File: src/rtl/rr_mem_controller.sv
// rr_mem_controller: arbitrates NUM_CONSUMERS requesters onto NUM_CHANNELS
// memory channels. Each channel runs its own IDLE / WAITING / RELAYING FSM
// and keeps its own round-robin pointer. A per-consumer claim bit guarantees
// that a consumer is owned by at most one channel at a time.
//
// Handshake semantics (both consumer and memory sides): a requester raises
// valid and holds it, with address/data stable, until it samples the matching
// ready high; the controller then holds ready high until it samples valid low,
// which ends the transaction. Memory ready is a single-cycle acknowledge that
// is only looked at while the channel is waiting for it.
module rr_mem_controller #(
    parameter int ADDR_BITS     = 8,
    parameter int DATA_BITS     = 16,
    parameter int NUM_CONSUMERS = 4,
    parameter int NUM_CHANNELS  = 1,
    parameter int WRITE_ENABLE  = 1
) (
    input  logic                               clk,
    input  logic                               reset,
    input  logic [NUM_CONSUMERS-1:0]           consumer_read_valid,
    input  logic [NUM_CONSUMERS*ADDR_BITS-1:0] consumer_read_address,
    output logic [NUM_CONSUMERS-1:0]           consumer_read_ready,
    output logic [NUM_CONSUMERS*DATA_BITS-1:0] consumer_read_data,
    input  logic [NUM_CONSUMERS-1:0]           consumer_write_valid,
    input  logic [NUM_CONSUMERS*ADDR_BITS-1:0] consumer_write_address,
    input  logic [NUM_CONSUMERS*DATA_BITS-1:0] consumer_write_data,
    output logic [NUM_CONSUMERS-1:0]           consumer_write_ready,
    output logic [NUM_CHANNELS-1:0]            mem_read_valid,
    output logic [NUM_CHANNELS*ADDR_BITS-1:0]  mem_read_address,
    input  logic [NUM_CHANNELS-1:0]            mem_read_ready,
    input  logic [NUM_CHANNELS*DATA_BITS-1:0]  mem_read_data,
    output logic [NUM_CHANNELS-1:0]            mem_write_valid,
    output logic [NUM_CHANNELS*ADDR_BITS-1:0]  mem_write_address,
    output logic [NUM_CHANNELS*DATA_BITS-1:0]  mem_write_data,
    input  logic [NUM_CHANNELS-1:0]            mem_write_ready,
    output logic [NUM_CHANNELS-1:0]            channel_busy
);

    localparam int CW = (NUM_CONSUMERS > 1) ? $clog2(NUM_CONSUMERS) : 1;

    typedef enum logic [2:0] {
        ST_IDLE           = 3'd0,
        ST_READ_WAITING   = 3'd1,
        ST_WRITE_WAITING  = 3'd2,
        ST_READ_RELAYING  = 3'd3,
        ST_WRITE_RELAYING = 3'd4
    } state_t;

    // Per-channel state
    state_t                 state_q   [NUM_CHANNELS];
    state_t                 state_d   [NUM_CHANNELS];
    logic [CW-1:0]          ptr_q     [NUM_CHANNELS];
    logic [CW-1:0]          ptr_d     [NUM_CHANNELS];
    logic [CW-1:0]          owner_q   [NUM_CHANNELS];
    logic [CW-1:0]          owner_d   [NUM_CHANNELS];
    logic [ADDR_BITS-1:0]   m_rd_addr_q [NUM_CHANNELS];
    logic [ADDR_BITS-1:0]   m_rd_addr_d [NUM_CHANNELS];
    logic [ADDR_BITS-1:0]   m_wr_addr_q [NUM_CHANNELS];
    logic [ADDR_BITS-1:0]   m_wr_addr_d [NUM_CHANNELS];
    logic [DATA_BITS-1:0]   m_wr_data_q [NUM_CHANNELS];
    logic [DATA_BITS-1:0]   m_wr_data_d [NUM_CHANNELS];
    logic [NUM_CHANNELS-1:0] mem_read_valid_q, mem_read_valid_d;
    logic [NUM_CHANNELS-1:0] mem_write_valid_q, mem_write_valid_d;
    logic [NUM_CHANNELS-1:0] busy_q, busy_d;

    // Per-consumer state
    logic [NUM_CONSUMERS-1:0] claim_q, claim_d;
    logic [NUM_CONSUMERS-1:0] c_rd_ready_q, c_rd_ready_d;
    logic [NUM_CONSUMERS-1:0] c_wr_ready_q, c_wr_ready_d;
    logic [DATA_BITS-1:0]     c_rd_data_q [NUM_CONSUMERS];
    logic [DATA_BITS-1:0]     c_rd_data_d [NUM_CONSUMERS];

    // Unpacked views of the packed buses
    logic [ADDR_BITS-1:0] c_rd_addr  [NUM_CONSUMERS];
    logic [ADDR_BITS-1:0] c_wr_addr  [NUM_CONSUMERS];
    logic [DATA_BITS-1:0] c_wr_data  [NUM_CONSUMERS];
    logic [DATA_BITS-1:0] m_rd_data  [NUM_CHANNELS];

    // Arbitration scratch: claims already taken this cycle, scan result
    logic [NUM_CONSUMERS-1:0] claim_seen;
    logic                     found;
    logic [CW-1:0]            sel;
    logic [CW-1:0]            idx;

    genvar gi;
    for (gi = 0; gi < NUM_CONSUMERS; gi++) begin : g_cons
        assign c_rd_addr[gi] = consumer_read_address[gi*ADDR_BITS +: ADDR_BITS];
        assign c_wr_addr[gi] = consumer_write_address[gi*ADDR_BITS +: ADDR_BITS];
        assign c_wr_data[gi] = consumer_write_data[gi*DATA_BITS +: DATA_BITS];
        assign consumer_read_data[gi*DATA_BITS +: DATA_BITS] = c_rd_data_q[gi];
    end

    for (gi = 0; gi < NUM_CHANNELS; gi++) begin : g_chan
        assign m_rd_data[gi] = mem_read_data[gi*DATA_BITS +: DATA_BITS];
        assign mem_read_address[gi*ADDR_BITS +: ADDR_BITS] = m_rd_addr_q[gi];
        assign mem_write_address[gi*ADDR_BITS +: ADDR_BITS] =
            (WRITE_ENABLE != 0) ? m_wr_addr_q[gi] : '0;
        assign mem_write_data[gi*DATA_BITS +: DATA_BITS] =
            (WRITE_ENABLE != 0) ? m_wr_data_q[gi] : '0;
    end

    assign mem_read_valid       = mem_read_valid_q;
    assign mem_write_valid      = (WRITE_ENABLE != 0) ? mem_write_valid_q : '0;
    assign consumer_read_ready  = c_rd_ready_q;
    assign consumer_write_ready = (WRITE_ENABLE != 0) ? c_wr_ready_q : '0;
    assign channel_busy         = busy_q;

    // Next-state logic: channels evaluated in index order so a grant made by a
    // lower channel blocks that consumer for higher channels in the same cycle.
    // Releases only update claim_d, so a freed consumer is grantable next cycle.
    always_comb begin
        state_d           = state_q;
        ptr_d             = ptr_q;
        owner_d           = owner_q;
        m_rd_addr_d       = m_rd_addr_q;
        m_wr_addr_d       = m_wr_addr_q;
        m_wr_data_d       = m_wr_data_q;
        mem_read_valid_d  = mem_read_valid_q;
        mem_write_valid_d = mem_write_valid_q;
        busy_d            = busy_q;
        claim_d           = claim_q;
        c_rd_ready_d      = c_rd_ready_q;
        c_wr_ready_d      = c_wr_ready_q;
        c_rd_data_d       = c_rd_data_q;
        claim_seen        = claim_q;
        found             = 1'b0;
        sel               = '0;
        idx               = '0;

        for (int c = 0; c < NUM_CHANNELS; c++) begin
            found = 1'b0;
            sel   = '0;
            case (state_q[c])
                ST_IDLE: begin
                    for (int j = 0; j < NUM_CONSUMERS; j++) begin
                        idx = CW'((int'(ptr_q[c]) + j) % NUM_CONSUMERS);
                        if (!found && !claim_seen[idx] &&
                            (consumer_read_valid[idx] ||
                             ((WRITE_ENABLE != 0) && consumer_write_valid[idx]))) begin
                            found = 1'b1;
                            sel   = idx;
                        end
                    end
                    if (found) begin
                        claim_seen[sel] = 1'b1;
                        claim_d[sel]    = 1'b1;
                        owner_d[c]      = sel;
                        ptr_d[c]        = CW'((int'(sel) + 1) % NUM_CONSUMERS);
                        // Read wins over write for the same consumer
                        if (consumer_read_valid[sel]) begin
                            mem_read_valid_d[c] = 1'b1;
                            m_rd_addr_d[c]      = c_rd_addr[sel];
                            state_d[c]          = ST_READ_WAITING;
                        end else begin
                            mem_write_valid_d[c] = 1'b1;
                            m_wr_addr_d[c]       = c_wr_addr[sel];
                            m_wr_data_d[c]       = c_wr_data[sel];
                            state_d[c]           = ST_WRITE_WAITING;
                        end
                    end
                end
                ST_READ_WAITING: begin
                    if (mem_read_ready[c]) begin
                        mem_read_valid_d[c]         = 1'b0;
                        c_rd_ready_d[owner_q[c]]    = 1'b1;
                        c_rd_data_d[owner_q[c]]     = m_rd_data[c];
                        state_d[c]                  = ST_READ_RELAYING;
                    end
                end
                ST_WRITE_WAITING: begin
                    if (mem_write_ready[c]) begin
                        mem_write_valid_d[c]        = 1'b0;
                        c_wr_ready_d[owner_q[c]]    = 1'b1;
                        state_d[c]                  = ST_WRITE_RELAYING;
                    end
                end
                ST_READ_RELAYING: begin
                    if (!consumer_read_valid[owner_q[c]]) begin
                        c_rd_ready_d[owner_q[c]] = 1'b0;
                        claim_d[owner_q[c]]      = 1'b0;
                        state_d[c]               = ST_IDLE;
                    end
                end
                ST_WRITE_RELAYING: begin
                    if (!consumer_write_valid[owner_q[c]]) begin
                        c_wr_ready_d[owner_q[c]] = 1'b0;
                        claim_d[owner_q[c]]      = 1'b0;
                        state_d[c]               = ST_IDLE;
                    end
                end
                default: begin
                    state_d[c] = ST_IDLE;
                end
            endcase
            busy_d[c] = (state_d[c] != ST_IDLE);
        end
    end

    // State and output registers with synchronous reset
    always_ff @(posedge clk) begin
        if (reset) begin
            for (int c = 0; c < NUM_CHANNELS; c++) begin
                state_q[c]     <= ST_IDLE;
                ptr_q[c]       <= '0;
                owner_q[c]     <= '0;
                m_rd_addr_q[c] <= '0;
                m_wr_addr_q[c] <= '0;
                m_wr_data_q[c] <= '0;
            end
            for (int k = 0; k < NUM_CONSUMERS; k++) begin
                c_rd_data_q[k] <= '0;
            end
            mem_read_valid_q  <= '0;
            mem_write_valid_q <= '0;
            busy_q            <= '0;
            claim_q           <= '0;
            c_rd_ready_q      <= '0;
            c_wr_ready_q      <= '0;
        end else begin
            state_q           <= state_d;
            ptr_q             <= ptr_d;
            owner_q           <= owner_d;
            m_rd_addr_q       <= m_rd_addr_d;
            m_wr_addr_q       <= m_wr_addr_d;
            m_wr_data_q       <= m_wr_data_d;
            c_rd_data_q       <= c_rd_data_d;
            mem_read_valid_q  <= mem_read_valid_d;
            mem_write_valid_q <= mem_write_valid_d;
            busy_q            <= busy_d;
            claim_q           <= claim_d;
            c_rd_ready_q      <= c_rd_ready_d;
            c_wr_ready_q      <= c_wr_ready_d;
        end
    end

endmodule

File: config.mk
export PLATFORM = sky130hd
export DESIGN_NAME = rr_mem_controller
export DESIGN_NICKNAME = d
export VERILOG_FILES = /design/src/rtl/rr_mem_controller.sv
export SDC_FILE = /design/constraint.sdc
export NUM_CORES = 1
export LEC_CHECK = 0
export CORE_MARGIN = 3
export CORE_UTILIZATION = 30
export CTS_CLUSTER_DIAMETER = 150
export DETAILED_ROUTE_END_ITERATION = 16
export SLEW_MARGIN = 15
export SYNTH_ARGS = -nofsm -noshare
export SYNTH_HDL_FRONTEND = slang
export SYNTH_SLANG_ARGS = --single-unit
File: constraint.sdc
create_clock -name clk -period 2.25 [get_ports clk]
set_input_delay 0.45 -clock clk [delete_from_list [all_inputs] [get_ports clk]]
set_output_delay 0.45 -clock clk [all_outputs]
set_load 0.1 [all_outputs]
==> impl_results.md <==
* Post-synth EDFFs at 0
* Slew margin rel. at 70.3%
* Status: finished clean
* Final setup vio count at 0
* Synth top area share at 43.1%
* Ys async rst share at 0%
* Power share of the combinational group at 56.3%
* IO Port Bufs at 262
* Largest net degree at the start of global routing at 52
* Gate count of the mapped netlist at 675
* YS warnings at 0
* DR WL/cell at 16.8 um
* Cts hold-fix bufs at 0
* Leakage power at 3.71 nW
* Post-Layout Cell Count at 1206
* Sw power at 5.46 mW
* Synth-to-Final Area Change at 66.8%
* Seq cells post-synth at 118
* Post-route cell area at 0.00913 mm2
* Placed Cells at 1165
* Drt initial violations at 305
* CP max FO at 8
* Fin. max-slew vios at 0
* Gr usage total at 19.5%
* Via Count at 5813
* Final Hold Fails at 0
* Die Wd at 141 um
* Critical Path RT at 2.60 ns
* Dominant cell type by area after synthesis: dfxtp_1
* Tmin final at 2.14 ns
* Fmax at 0.467 GHz
* Gp weighted congestion at 0.790
* FP Rows at 48
* Worst hold path class: reg -> reg
* Vias in the first global route at 5529
* CP Capture Type: flop
* H-tree depth at 4
* Final Skew at 0.0103 ns
* CTS max path bufs at 2
* Starting Density at 31.1%
* CTS tree: built
* Placed cell area at 0.00834 mm2
* CP Data Arrival Time at 2.49 ns
* Mean area per synthesized cell at 8.11 um2
* Most frequent cells in the layout: nand2_1, buf_4, clkdlybuf4s50_1, a21oi_1, dfxtp_1
* Max-Cap Viols at 0
* Drt first pass iters at 5
* Pwr/cell area at 1320 mW/mm2
* Drt via density at 4.82
* Setup ws final at 0.107 ns
* Main area contributors after synthesis: dfxtp_1, nand2_1, a21oi_1
* Peak supply drop at 688 uV
* Count of cell types in the netlist at 41
* Total routed wirelength at 20300 um
* Fin nets at 1128
* Initial antenna violation count at 0
* Switching share of power at 45.1%
* Fin Hold WS at 0.451 ns
* CTS Buf Count at 17
* Post-DP HPWL at 14700 um
* Worst setup SP type: flop
* GRT Residual Overflow at 0
* Crit share post-route at 95.3%
* Slew of the pin with the lowest slew margin at 0.441 ns
* First-pass GRT wire length at 30700 um
* Layout cell share with drive strength beyond 1 at 22.9%
* Register area share after synthesis at 43.1%
* Sequential power share at 21.8%
* Antenna-violating nets left at 0
* Clock root buffer: clkbuf_16
* Setup repair after global routing missed its margin: no
* Int Pwr at 6.64 mW
* Top-Level Pins at 263
* Clk Latency, worst-skew pair at 0.42 ns
* Drc violations at 0
* Main flop type after synthesis: dfxtp_1
* Syn nets at 835
* Place WS at -0.444 ns
* CTS clk-pin slew, worst paths at 0.06 ns
* Placeable Area at 0.0176 mm2
* Die Ht at 141 um
* Antenna cells at 0
* Commonest non-fill, non-tap cell in the layout: nand2_1
* Mapped cell area at 0.00548 mm2
* Die area at 0.0199 mm2
* Clock sinks at 118
* Clock power share at 21.9%
* Critical path class: reg -> reg
## synthesized netlist by cell type (5+ instances only)
library cell	n
clkbuf_1	28
dfxtp_1	118
nand2b_1	5
nor3_1	5
nor2_1	25
nand2_1	200
nor2b_1	6
mux2i_1	58
buf_2	7
o21ai_0	9
nand3_1	5
buf_4	8
a221o_1	24
a21oi_1	129
## stage by stage
step / total power, mW / util (%) / TNS [ns]
floorplan: 7.20 / - / 0
global placement: 9.00 / 47.4 / -15.59
detailed placement: 9.00 / 47.4 / -16.08
CTS: 11.7 / 50.7 / 0
global route: 12.7 / 51.9 / 0
finish: 12.1 / 51.9 / 0
## repair_timing
action	in CTS	in global routing
gates resized for setup	1	25
endpoints found under the hold margin	0	0
endpoints found under the setup margin	10	33
setup buffers	0	7
gates cloned	0	2
pin swaps	0	11
## routing by layer
metal	GRT usage (%)	part of all wire, %
met5	0	0
met2	32.6	49
met3	3.97	4.8
met4	4.49	0.96
met1	25.8	45
## power groups by stage
| stage | sequential (mW) | combinational, mW | clock [mW] |
|---|---|---|---|
| 5_1_grt | 2.69 | 7.25 | 2.79 |
| 3_3_place_gp | 2.68 | 6.33 | 0 |
| 2_1_floorplan | 4.45 | 2.75 | 0 |
| 6_report | 2.64 | 6.81 | 2.64 |
| 3_5_place_dp | 2.67 | 6.33 | 0 |
| 4_1_cts | 2.63 | 6.34 | 2.70 |
## critical path, stage by stage (launching register included)
cell and delay (ns):
dfxtp_2 0.33, o21bai_4 0.17, buf_4 0.13, nand2_1 0.09, buf_4 0.12, o221ai_1 0.11
a22oi_2 0.27, a22oi_4 0.15, clkbuf_16 0.19, buf_6 0.14, a221o_1 0.25, a21oi_1 0.13
## sequential cells by signal (all words and copies together) (netlist names), named ones only
name                cells
mem_write_valid         1
mem_write_address       8
mem_read_valid          1
claim_q                 4
consumer_read_data     64
state_q                 3
owner_q                 2
mem_write_data         16
channel_busy            1
ptr_q                   2
mem_read_address        8
## final timing paths
kind | slack (ns) | cells after the start | endpoint | startpoint
min | 0.45 | 2 | mem_write_data[5] | mem_write_data[5]
max | 0.11 | 11 | mem_write_address[0] | claim_q[2]
min reg2reg | 0.45 | 2 | mem_write_data[5] | mem_write_data[5]
max reg2reg | 0.11 | 11 | mem_write_address[0] | claim_q[2]
## layout make-up
cell class	count	area [um2]
fillers	1701	8460
flip-flops and latches	118	2370
repair buffers	320	2970
clock buffers	18	439
well taps	225	282
clock inverters	14	141
multi-input cells	505	2910
inverters	6	27.5
## cells by family after synthesis
kind of cell	share of synthesized area, %
AOI/OAI and AO/OA	21.1
adders and majority gates	0.914
buffers and inverters	4.68
DFF	43.1
muxes	11.4
and+or+nand+nor	18.7
Power figures use the tool's default switching activity.
